--- config.mk ---
export PLATFORM = sky130hd
export DESIGN_NAME = rgb_frame_writer_flat
export DESIGN_NICKNAME = d
export VERILOG_FILES = /design/src/rtl/rgb_pkg.sv /design/src/rtl/rgb_frame_writer_if.sv /design/src/rtl/rgb_pixel_packer.sv /design/src/rtl/rgb_frame_writer.sv /design/src/flat_wrapper.sv
export SDC_FILE = /design/constraint.sdc
export NUM_CORES = 1
export LEC_CHECK = 0
export BUFFER_PORTS_ARGS = -buffer_cell sky130_fd_sc_hd__buf_2
export CAP_MARGIN = 20
export CORE_MARGIN = 2
export CORE_UTILIZATION = 45
export CTS_CLUSTER_SIZE = 16
export DETAILED_ROUTE_END_ITERATION = 6
export PLACE_DENSITY_LB_ADDON = 0.08
export SLEW_MARGIN = 10
export SYNTH_ARGS = -nofsm -noshare
export SYNTH_HDL_FRONTEND = slang
export SYNTH_HIERARCHICAL = 1
export SYNTH_SLANG_ARGS = --single-unit
--- constraint.sdc ---
create_clock -name rgbClk -period 3.2 [get_ports rgbClk]
set_input_delay 0.64 -clock rgbClk [delete_from_list [all_inputs] [get_ports rgbClk]]
set_output_delay 0.64 -clock rgbClk [all_outputs]
set_load 0.05 [all_outputs]
--- src/rtl/rgb_pkg.sv ---
// Shared pixel-format types, packing helpers and frame-size constants.
// Latency: n/a (types and pure functions only).
// Backpressure: n/a.
package rgb_pkg;

    localparam int DEFAULT_IMAGE_W = 80;
    localparam int DEFAULT_IMAGE_H = 48;
    localparam int IMAGE_SIZE      = DEFAULT_IMAGE_W * DEFAULT_IMAGE_H;

    // Output pixel format, selected per frame.
    typedef enum logic {
        PIX_RGB565 = 1'b0,
        PIX_RGB332 = 1'b1
    } pixMode_t;

    // Frame writer control states.
    typedef enum logic {
        WAIT_FRAME = 1'b0,
        ACTIVE     = 1'b1
    } frameState_t;

    // Truncate 8:8:8 to 5:6:5, one pixel per RAM word.
    function automatic logic [15:0] packRgb565(input logic [23:0] pix);
        return {pix[23:19], pix[15:10], pix[7:3]};
    endfunction

    // Truncate 8:8:8 to 3:3:2, two pixels per RAM word.
    function automatic logic [7:0] packRgb332(input logic [23:0] pix);
        return {pix[23:21], pix[15:13], pix[7:6]};
    endfunction

endpackage

--- src/rtl/rgb_frame_writer_if.sv ---
// RAM write bus carried from the frame writer to the frame-buffer memory.
// Latency: n/a (wires only).
// Backpressure: none; the memory must take a write on every strobed cycle.
interface rgb_frame_writer_if #(
    parameter int ADDR_W = 32,
    parameter int DATA_W = 16
);

    logic [ADDR_W-1:0] ramAddr;
    logic [DATA_W-1:0] ramData;
    logic              writeEnable;

    modport master (
        output ramAddr,
        output ramData,
        output writeEnable
    );

    modport slave (
        input ramAddr,
        input ramData,
        input writeEnable
    );

endinterface

--- src/rtl/rgb_pixel_packer.sv ---
// Pairs consecutive RGB332 pixels into one 16-bit word, even pixel in the high byte.
// Latency: combinational word out on the odd pixel; the even byte is held one or more cycles.
// Backpressure: none; a held even byte is dropped when clear is raised.
module rgb_pixel_packer
    import rgb_pkg::*;
(
    input  logic        rgbClk,
    input  logic        nrst,
    input  logic        clear,
    input  logic        pixValid,
    input  logic [23:0] rgb,
    output logic        pairValid,
    output logic [15:0] pairWord
);

    logic       oddPhase;
    logic [7:0] highByte;

    // Track pair phase and hold the even pixel until its partner arrives.
    always_ff @(posedge rgbClk) begin
        if (!nrst || clear) begin
            oddPhase <= 1'b0;
            highByte <= 8'd0;
        end else if (pixValid) begin
            oddPhase <= ~oddPhase;
            if (!oddPhase) begin
                highByte <= packRgb332(rgb);
            end
        end
    end

    assign pairValid = pixValid & oddPhase;
    assign pairWord  = {highByte, packRgb332(rgb)};

endmodule

--- src/rtl/rgb_frame_writer.sv ---
// Writes an RGB video stream into NB_BUFFERS rotating frame buffers as RGB565 or RGB332.
// Latency: write is registered one cycle after its last contributing pixel; frameDone one cycle after the marker.
// Backpressure: none; at most one RAM write per cycle, the memory must always accept it.
module rgb_frame_writer
    import rgb_pkg::*;
#(
    parameter int IMAGE_W        = DEFAULT_IMAGE_W,
    parameter int IMAGE_H        = DEFAULT_IMAGE_H,
    parameter int RAM_ADDR_WIDTH = 32,
    parameter int RAM_DATA_WIDTH = 16,
    parameter int NB_BUFFERS     = 2
) (
    input  logic                      rgbClk,
    input  logic                      nrst,
    input  logic [23:0]               rgb,
    input  logic                      hsync,
    input  logic                      vsync,
    input  logic                      mode,
    rgb_frame_writer_if.master        ramPort,
    output logic                      frameDone,
    output logic [1:0]                frameBuffer,
    output logic                      frameError
);

    localparam int FRAME_PIXELS = IMAGE_W * IMAGE_H;
    localparam int CNT_W        = $clog2(FRAME_PIXELS + 1);
    localparam logic [CNT_W-1:0] FRAME_FULL = CNT_W'(FRAME_PIXELS);

    if (RAM_DATA_WIDTH != 16) begin : gBadDataWidth
        $error("rgb_frame_writer: RAM_DATA_WIDTH must be 16");
    end
    if ((FRAME_PIXELS % 2) != 0) begin : gOddFrame
        $error("rgb_frame_writer: IMAGE_W*IMAGE_H must be even");
    end
    if (NB_BUFFERS < 1 || NB_BUFFERS > 4) begin : gBadBufCount
        $error("rgb_frame_writer: NB_BUFFERS must be 1..4");
    end
    if ($clog2(NB_BUFFERS * FRAME_PIXELS) > RAM_ADDR_WIDTH) begin : gAddrTooNarrow
        $error("rgb_frame_writer: frame buffers do not fit in RAM_ADDR_WIDTH");
    end

    frameState_t             state;
    frameState_t             stateNext;
    pixMode_t                modeLatched;
    logic [CNT_W-1:0]        pixCount;
    logic [CNT_W-1:0]        wordIdx;
    logic                    overflowSeen;
    logic [1:0]              bufIdx;

    logic                    isMarker;
    logic                    isPixel;
    logic                    pixAccept;
    logic                    pixOverflow;
    logic                    frameClose;
    logic                    frameGood;

    logic                    packIn;
    logic                    pairValid;
    logic [15:0]             pairWord;
    logic                    wrValid;
    logic [15:0]             wrData;
    logic [RAM_ADDR_WIDTH-1:0] bufBase;
    logic [RAM_ADDR_WIDTH-1:0] wrAddr;

    // Both syncs high marks a frame boundary; either one alone is plain blanking.
    assign isMarker = hsync & vsync;
    assign isPixel  = ~(hsync | vsync);

    // State register.
    always_ff @(posedge rgbClk) begin
        if (!nrst) begin
            state <= WAIT_FRAME;
        end else begin
            state <= stateNext;
        end
    end

    // Next state and per-cycle decode of the incoming stream.
    always_comb begin
        stateNext   = state;
        pixAccept   = 1'b0;
        pixOverflow = 1'b0;
        frameClose  = 1'b0;
        frameGood   = 1'b0;
        case (state)
            WAIT_FRAME: begin
                if (isMarker) begin
                    stateNext = ACTIVE;
                end
            end
            ACTIVE: begin
                if (isMarker) begin
                    frameClose = 1'b1;
                    // A frame that ran long saturates the count, so the
                    // overflow flag is what tells it apart from a clean one.
                    frameGood  = (pixCount == FRAME_FULL) && !overflowSeen;
                end else if (isPixel) begin
                    if (pixCount == FRAME_FULL) begin
                        pixOverflow = 1'b1;
                    end else begin
                        pixAccept = 1'b1;
                    end
                end
            end
            default: begin
                stateNext = WAIT_FRAME;
            end
        endcase
    end

    // Output format is sampled only at frame boundaries.
    always_ff @(posedge rgbClk) begin
        if (!nrst) begin
            modeLatched <= PIX_RGB565;
        end else if (isMarker) begin
            modeLatched <= pixMode_t'(mode);
        end
    end

    assign packIn = pixAccept && (modeLatched == PIX_RGB332);

    rgb_pixel_packer uPacker (
        .rgbClk    (rgbClk),
        .nrst      (nrst),
        .clear     (isMarker),
        .pixValid  (packIn),
        .rgb       (rgb),
        .pairValid (pairValid),
        .pairWord  (pairWord)
    );

    assign wrValid = (pixAccept && (modeLatched == PIX_RGB565)) || pairValid;
    assign wrData  = (modeLatched == PIX_RGB332) ? pairWord : packRgb565(rgb);
    // Buffer base is in words of one RGB565 frame whatever the mode, so
    // RGB332 frames leave the upper half of their slot untouched.
    assign bufBase = RAM_ADDR_WIDTH'(bufIdx) * RAM_ADDR_WIDTH'(FRAME_PIXELS);
    assign wrAddr  = bufBase + RAM_ADDR_WIDTH'(wordIdx);

    // Pixel and word counters restart at every marker.
    always_ff @(posedge rgbClk) begin
        if (!nrst) begin
            pixCount     <= '0;
            wordIdx      <= '0;
            overflowSeen <= 1'b0;
        end else if (isMarker) begin
            pixCount     <= '0;
            wordIdx      <= '0;
            overflowSeen <= 1'b0;
        end else begin
            if (pixAccept) begin
                pixCount <= pixCount + CNT_W'(1);
            end
            if (wrValid) begin
                wordIdx <= wordIdx + CNT_W'(1);
            end
            if (pixOverflow) begin
                overflowSeen <= 1'b1;
            end
        end
    end

    // Registered RAM write port; address and data hold between writes.
    always_ff @(posedge rgbClk) begin
        if (!nrst) begin
            ramPort.ramAddr     <= '0;
            ramPort.ramData     <= '0;
            ramPort.writeEnable <= 1'b0;
        end else begin
            ramPort.writeEnable <= wrValid;
            if (wrValid) begin
                ramPort.ramAddr <= wrAddr;
                ramPort.ramData <= wrData;
            end
        end
    end

    // Frame completion, buffer rotation and sticky error status.
    always_ff @(posedge rgbClk) begin
        if (!nrst) begin
            frameDone   <= 1'b0;
            frameBuffer <= 2'd0;
            frameError  <= 1'b0;
            bufIdx      <= 2'd0;
        end else begin
            frameDone <= frameGood;
            if (frameGood) begin
                frameBuffer <= bufIdx;
                frameError  <= 1'b0;
                bufIdx      <= (bufIdx == 2'(NB_BUFFERS - 1)) ? 2'd0 : bufIdx + 2'd1;
            end else if (frameClose || pixOverflow) begin
                // Bad frame keeps bufIdx so the next frame overwrites it.
                frameError <= 1'b1;
            end
        end
    end

endmodule

--- src/flat_wrapper.sv ---
// flat-port wrapper written by rule: the top's interface ports become plain ports
module rgb_frame_writer_flat import rgb_pkg::*;
#(
    parameter int IMAGE_W        = DEFAULT_IMAGE_W,
    parameter int IMAGE_H        = DEFAULT_IMAGE_H,
    parameter int RAM_ADDR_WIDTH = 32,
    parameter int RAM_DATA_WIDTH = 16,
    parameter int NB_BUFFERS     = 2
)
  (rgbClk, nrst, rgb, hsync, vsync, mode, frameDone, frameBuffer, frameError, ramPort_ramAddr, ramPort_ramData, ramPort_writeEnable);
  rgb_frame_writer_if #(.ADDR_W(32), .DATA_W(16)) ramPort_i ();
  input  logic rgbClk;
  input  logic nrst;
  input  logic [23:0] rgb;
  input  logic hsync;
  input  logic vsync;
  input  logic mode;
  output logic frameDone;
  output logic [1:0] frameBuffer;
  output logic frameError;
  output wire logic [$bits(ramPort_i.ramAddr)-1:0] ramPort_ramAddr;
  output wire logic [$bits(ramPort_i.ramData)-1:0] ramPort_ramData;
  output wire logic [$bits(ramPort_i.writeEnable)-1:0] ramPort_writeEnable;
  assign ramPort_ramAddr = ramPort_i.ramAddr;
  assign ramPort_ramData = ramPort_i.ramData;
  assign ramPort_writeEnable = ramPort_i.writeEnable;
  rgb_frame_writer #(.IMAGE_W(IMAGE_W), .IMAGE_H(IMAGE_H), .RAM_ADDR_WIDTH(RAM_ADDR_WIDTH), .RAM_DATA_WIDTH(RAM_DATA_WIDTH), .NB_BUFFERS(NB_BUFFERS)) u_core (.rgbClk(rgbClk), .nrst(nrst), .rgb(rgb), .hsync(hsync), .vsync(vsync), .mode(mode), .ramPort(ramPort_i), .frameDone(frameDone), .frameBuffer(frameBuffer), .frameError(frameError));
endmodule
==> out/metrics.cfg, run 1 <==
[layout]
num-nets-final = 505
syn_to_final_growth_pct = 12.92
drive_gt1_share_pct = 21.58
antennaDiodeCount = 0
final_area_um2 = 4265

[clock_network]
cts_resized = 0
postCtsSetupBuffers = 0
cts_max_level = 3
clk_path_buf_depth = 2
cts-root-buf = clkbuf_8
cts-buffers-inserted = 9
cts.sinks = 74
cts_tree = yes
clk_latency_ns = 0.35
postCtsHoldBufs = 0
path_clk_slew_ns = 0.08

[setup_path]
critPathTopFamily = simple AND/OR/NAND/NOR gates
critPathLaunchType = register
r2r_cells = 10
crit_chain = inv_1 -> ha_1 -> and4bb_2 -> a31oi_1 -> and2_1 -> and2_1 -> nor4_1 -> buf_4 -> nor4_1 -> mux2i_1
worstPathRequired_ns = 3.42
cp_num_cells = 10
critPathCaptureType = register
worstSetupPathType = register to register
cpPeakStageDelay_ns = 0.70
crit_buf_inv = 2
slowest_stage = nor4_1
cp.arrival_ns = 3.02
worst-path-max-fanout = 6

[placement]
io_buffers = 56
dp_hpwl_um = 5820
placed_area_um2 = 4024
gp_congestion = 0.7788
place_ws_ns = 0.3468

[route]
wl_um = 8338
wl_per_cell_um = 14.55
drt_iter0_drc = 148
vias_per_cell = 5.356
via_count = 3069
ant_nets = 0
drtPass1Iterations = 4
drc = 0

[timing]
slew_headroom_pct = 47.77
slew_viol_final = 0
layout_setup_ws_ns = 0.3992
tightest_slew_ns = 0.7763
period_needed_ns = 2.801
fmax_ghz = 0.3570
setup_viol = 0
rsz0062_at_grt = no
fin_crit_sh_pct = 87.52
finClkSkew_ns = 0.01096
setup_tns_ns = 0
hold_violations = 0

[power]
p_sw_share_pct = 25.38
internal_power_uw = 1494
vdd_drop_max_mv = 0.1775
pwr-share-clk_pct = 44.1
p_leak_uw = 0.001689
comb_power_share_pct = 9.2
pwr_density_cell_nw_per_um2 = 469.3
power_uw = 2002
pwr-share-seq_pct = 46.8
switchingPower_uw = 508.2

[grt]
grt_max_degree = 38
antenna_found_initial = 0
gr-usage-met3_pct = 3.083
grt.busiest_layer = met2
grt_pass1_wl_um = 13090
use_met2_pct = 28.61
grt.overflow.total = 0
use_met1_pct = 26.05
grtUsageTotal_pct = 18.51
grt_pass1_vias = 2636

[yosys]
ys_ff_latch = 74
yosys.area_share.simple_pct = 20.11
synth.largest_area_cell = dfxtp_1
synth_edf_count = 0
yosys.area_share.xor_xnor_pct = 2.319
postSynthCellCount = 421
syn_area_per_cell_um2 = 8.972
synth_area_um2 = 3777
synth_ff_type = dfxtp_1
yosysMostFrequentCell = dfxtp_1
yosys-top-cells-count = dfxtp_1 (74), a21oi_1 (36), nand2_1 (34), buf_4 (30), mux2i_1 (26)
synthTopCellsByArea = dfxtp_1 (39%), mux2i_1 (6.9%), buf_4 (6.0%), a21oi_1 (4.8%), ha_1 (4.0%)
synth_compound_area_share_pct = 17.09
ys_types = 56
synthAdderAreaFrac_pct = 4.505
synthMuxAreaShare_pct = 6.890
ys_seq_area_share_pct = 39.22
synth_warnings = 6
synth_top_family_by_area = simple AND/OR/NAND/NOR gates
yosysTopAreaCellShare_pct = 39.22
ys_async_sr_fraction_pct = 0

[die]
dieHeight_um = 95.62
dieArea_um2 = 9143
placementRows = 33
boundaryPins = 82
core_area_um2 = 8175
start_util_pct = 46.20
die_w_um = 95.62

[run_status]
status = complete, no violations

[hold_path]
hold_depth = 2
min_path_type = register to register

[flow_run]
drv_cap = 0

[routing by layer]
metal / routed length, um / vias to the layer above / share of wire [%]
met5: 0 / - / 0
met4: 65 / 0 / 0.78
met3: 418 / 5 / 5.0
met2: 3712 / 74 / 45
met1: 4141 / 1439 / 50
li1: - / 1551 / -
[state kept, by name (all words and copies together) (netlist names)]
name and flops:
u_core/bufIdx 2, u_core/ramPort.ramData 16, u_core/pixCount 12, u_core/ramPort.ramAddr 15, u_core/frameBuffer 2, u_core/frameError 1
u_core/frameDone 1, u_core/state 1, u_core/uPacker/oddPhase 1, u_core/wordIdx 12, u_core/modeLatched 1, u_core/uPacker/highByte 8
u_core/ramPort.writeEnable 1, u_core/overflowSeen 1
[cell usage in the layout (no fill, tap or decap), types with 5 or more instances in the layout]
cell type / netlist / routed
nand2b_1: 10 / 10
dfxtp_1: 74 / 74
nand3_1: 21 / 21
clkbuf_8: 0 / 9
a211oi_1: 10 / 10
xnor2_1: 6 / 6
nor2_1: 16 / 16
o21ai_0: 16 / 16
ha_1: 12 / 12
conb_1: 1 / 17
a211oi_2: 7 / 7
nor3_1: 20 / 20
nor4_1: 5 / 5
buf_4: 30 / 10
buf_2: 4 / 56
a21oi_1: 36 / 36
mux2i_1: 26 / 26
inv_1: 12 / 12
nand2_1: 34 / 34
[tightest hold or removal path: stages (launching register included)]
cell and delay, ns:
dfxtp_1 0.31, inv_1 0.04, a21oi_1 0.05
[power groups by stage]
stage                     logic [uW]  registers (uW)  clock network, uW
after floorplan                  136             986                  0
after global placement           183             958                  0
after detailed placement         184             958                  0
after CTS                        184             936                897
after global routing             198             938                934
final                            183             936                882
[area by class of cell]
| type | count | area [um2] |
|---|---|---|
| clock buffers | 9 | 123.9 |
| clock inverters | 7 | 117.6 |
| fillers | 768 | 3910 |
| inverters | 13 | 48.80 |
| multi-input cells | 298 | 1987 |
| flip-flops and latches | 74 | 1481 |
| well taps | 105 | 131.4 |
| repair buffers | 67 | 375.4 |
[metrics by stage]
stage                     instances  util, %  hold slack [ns]
final                           573    52.17           0.4486
after global placement          557    49.22           0.4307
after detailed placement        557    49.22           0.4417
after global routing            573    52.17           0.4643
after floorplan                 437        -           0.4214
after CTS                       573    52.17           0.4530
[logic make-up (layout without fill, tap and decap cells)]
logic type	Yosys count	after routing
buffers and inverters	65	96
DFF	74	74
and+or+nand+nor	139	139
adders and majority gates	13	13
xor gates and xnor gates	10	10
muxes	26	26
other	1	17
AOI/OAI and AO/OA	93	93
[final timing paths]
kind | from | to | slack, ns
min reg2reg | u_core/overflowSeen | u_core/overflowSeen | 0.45
max | u_core/pixCount[0] | u_core/wordIdx[11] | 0.40
min | u_core/overflowSeen | u_core/overflowSeen | 0.45
max reg2reg | u_core/pixCount[0] | u_core/wordIdx[11] | 0.40
Note: power is estimated with default switching activity, not from simulation.
==> run 2: changes to the inputs <==
Settings changed: CORE_UTILIZATION 45 to 54.
Clock period 3.2 ns to 3.5 ns, I/O delays scaled along.
==> run 2 against run 1 <==
Cell count down 1.4%. Final area decreased by 1.3%. Critical endpoint is now u_core/wordIdx[6]. Combinational power decreased by 9%. Highest routed layer unchanged. Largest power group unchanged. Critical path type unchanged. First-iteration DRC count rose by 0.68%. Fmax fell by 1.6%. Wire length fell by 4.6%. Sequential cell count stayed put. Global-route usage up 2.7 points.
==> out/metrics.cfg, run 2 (synthesis gave the netlist of run 1 again) <==
[run_status]
status = complete, no violations

[die]
boundaryPins = 82  ; unchanged
dieHeight_um = 87.64  ; -8.4%
start_util_pct = 55.60  ; +9.4 points
core_area_um2 = 6794  ; -17%
placementRows = 30  ; -9.1%
dieArea_um2 = 7680  ; -16%
die_w_um = 87.64  ; -8.4%

[route]
via_count = 3081  ; +0.39%
vias_per_cell = 5.453  ; +1.8%
wl_met3_um = 297  ; -29%
drc = 0  ; unchanged
wl_per_cell_um = 14.08  ; -3.2%
wirelength_met1_um = 3813  ; -7.9%
drtPass1Iterations = 4  ; unchanged
wl_met2_um = 3606  ; -2.9%
top_layer = met4
drt_iter0_drc = 149  ; +0.68%
ant_nets = 0  ; unchanged
wl_um = 7957  ; -4.6%

[setup_path]
crit_chain = inv_1 -> ha_1 -> and4bb_2 -> a31oi_1 -> and2_1 -> and2_1 -> nor4_1 -> buf_4 -> nor4_1 -> o21a_1
cp.arrival_ns = 3.09  ; +0.07 ns
r2r_end = u_core/wordIdx[6]
cpPeakStageDelay_ns = 0.80  ; +0.10 ns
crit_buf_inv = 2  ; unchanged
worstPathRequired_ns = 3.75  ; +0.33 ns
slowest_stage = nor4_1
r2r_cells = 10  ; unchanged
cp_num_cells = 10  ; unchanged
worst-path-max-fanout = 7  ; +1
critPathLaunchType = register
startpoint = u_core/pixCount[0]
critPathTopFamily = simple AND/OR/NAND/NOR gates
ff2ff_setup_slack_ns = 0.65  ; +0.25 ns
critPathCaptureType = register
r2r-start = u_core/pixCount[0]
worstSetupPathType = register to register

[clock_network]
clk_latency_ns = 0.35  ; about the same
cts.sinks = 74  ; unchanged
cts_max_level = 3  ; unchanged
postCtsHoldBufs = 0  ; unchanged
cts_resized = 0  ; unchanged
clk_path_buf_depth = 2  ; unchanged
path_clk_slew_ns = 0.08  ; about the same
cts-buffers-inserted = 9  ; unchanged
postCtsSetupBuffers = 0  ; unchanged
cts-root-buf = clkbuf_8
cts_tree = yes

[grt]
grt_pass1_vias = 2621  ; -0.57%
grt_max_degree = 38  ; unchanged
grt_pass1_wl_um = 12540  ; -4.2%
grt.overflow.total = 0  ; unchanged
grtUsageTotal_pct = 21.16  ; +2.7 points
antenna_found_initial = 0  ; unchanged

[timing]
finClkSkew_ns = 0.005949  ; -0.005016 ns
setup_tns_ns = 0  ; unchanged
fin_crit_sh_pct = 81.33  ; -6.2 points
slew_headroom_pct = 38.69  ; -9.1 points
hold_violations = 0  ; unchanged
period_needed_ns = 2.847  ; +0.04584 ns
slew_viol_final = 0  ; unchanged
setup_viol = 0  ; unchanged
rsz0062_at_grt = no
tightest_slew_ns = 0.9112  ; +0.1349 ns
fmax_ghz = 0.3513  ; -1.6%

[layout]
num-nets-final = 506  ; +0.20%
syn_to_final_growth_pct = 11.46
stdcell_count = 565  ; -1.4%
drive_gt1_share_pct = 21.75  ; +0.17 points
largest_register_ffs = 16  ; unchanged
antennaDiodeCount = 0  ; unchanged
reg.largest.list = u_core/ramPort.ramData x16, u_core/ramPort.ramAddr x15
final_area_um2 = 4210  ; -1.3%
regMostFlops = u_core/ramPort.ramData
filler_cell_count = 613  ; -20%
layout_common_cells = dfxtp_1 (74), buf_2 (56), a21oi_1 (36)
final_common_cell = dfxtp_1

[placement]
dp_hpwl_um = 5681  ; -2.4%
io_buffers = 56  ; unchanged
placed_area_um2 = 4008  ; -0.40%
gp_congestion = 0.7912  ; +1.6%
dp.cells = 549  ; -1.4%

[power]
p_leak_uw = 0.001672  ; -1.0%
vdd_drop_max_mv = 0.1943  ; +9.4%
power_uw = 1697  ; -15%
pwr_density_cell_nw_per_um2 = 403.1  ; -14%

[flow_run]
drv_cap = 0  ; unchanged

[hold_path]
hold_depth = 2  ; unchanged
min_path_type = register to register
min_to = u_core/overflowSeen
min_from = u_core/overflowSeen

==> run 2: power by group <==
group / switching, uW / internal [uW] / total (uW)
clock: 325 / 350 / 675
combinational: 125 / 41.6 / 166
sequential: 5.39 / 851 / 856
total: 455 / 1240 / 1700
==> run 2: stage by stage <==
stage               utilization, %  hold WS, ns  worst slack, ns
floorplan                        -       0.4214           0.4636
global placement             58.99       0.4300           0.5030
detailed placement           58.99       0.4344           0.4446
CTS                          61.97       0.4470           0.6110
global route                 61.97       0.4745           0.4371
finish                       61.97       0.4429           0.6534
==> run 2: worst max-delay path by stage <==
stage          slack, ns                    endpoint
2_1_floorplan       0.46          u_core/wordIdx[10]
3_3_place_gp        0.50   u_core/ramPort.ramData[6]
3_5_place_dp        0.44  u_core/ramPort.ramData[15]
4_1_cts             0.61           u_core/wordIdx[6]
5_1_grt             0.44           u_core/wordIdx[6]
6_report            0.65           u_core/wordIdx[6]
==> run 2: final cells by class <==
cell class                 count  area [um2]  share of cell area (%)
multi-input combinational    298        1987                   47.19
sequential                    74        1481                   35.19
timing repair buffer          68       370.4                   8.796
clock buffer                  10       137.6                   3.269
tap                           96       120.1                   2.853
clock inverter                 6       65.06                   1.545
inverter                      13       48.80                   1.159
==> run 2: worst reg2reg max path, cell delays in order, from the launching register on <==
cell and delay [ns]:
dfxtp_1 0.35, inv_1 0.06, ha_1 0.16, and4bb_2 0.35, a31oi_1 0.12, and2_1 0.20, and2_1 0.18, nor4_1 0.80
buf_4 0.27, nor4_1 0.05, o21a_1 0.19
==> run 2: layer usage <==
metal  track usage, %  vias to the layer above
met5                0                        -
met4            11.19                        0
met3            4.147                       13
met2            33.26                       70
met1            27.53                     1456
li1                 -                     1542
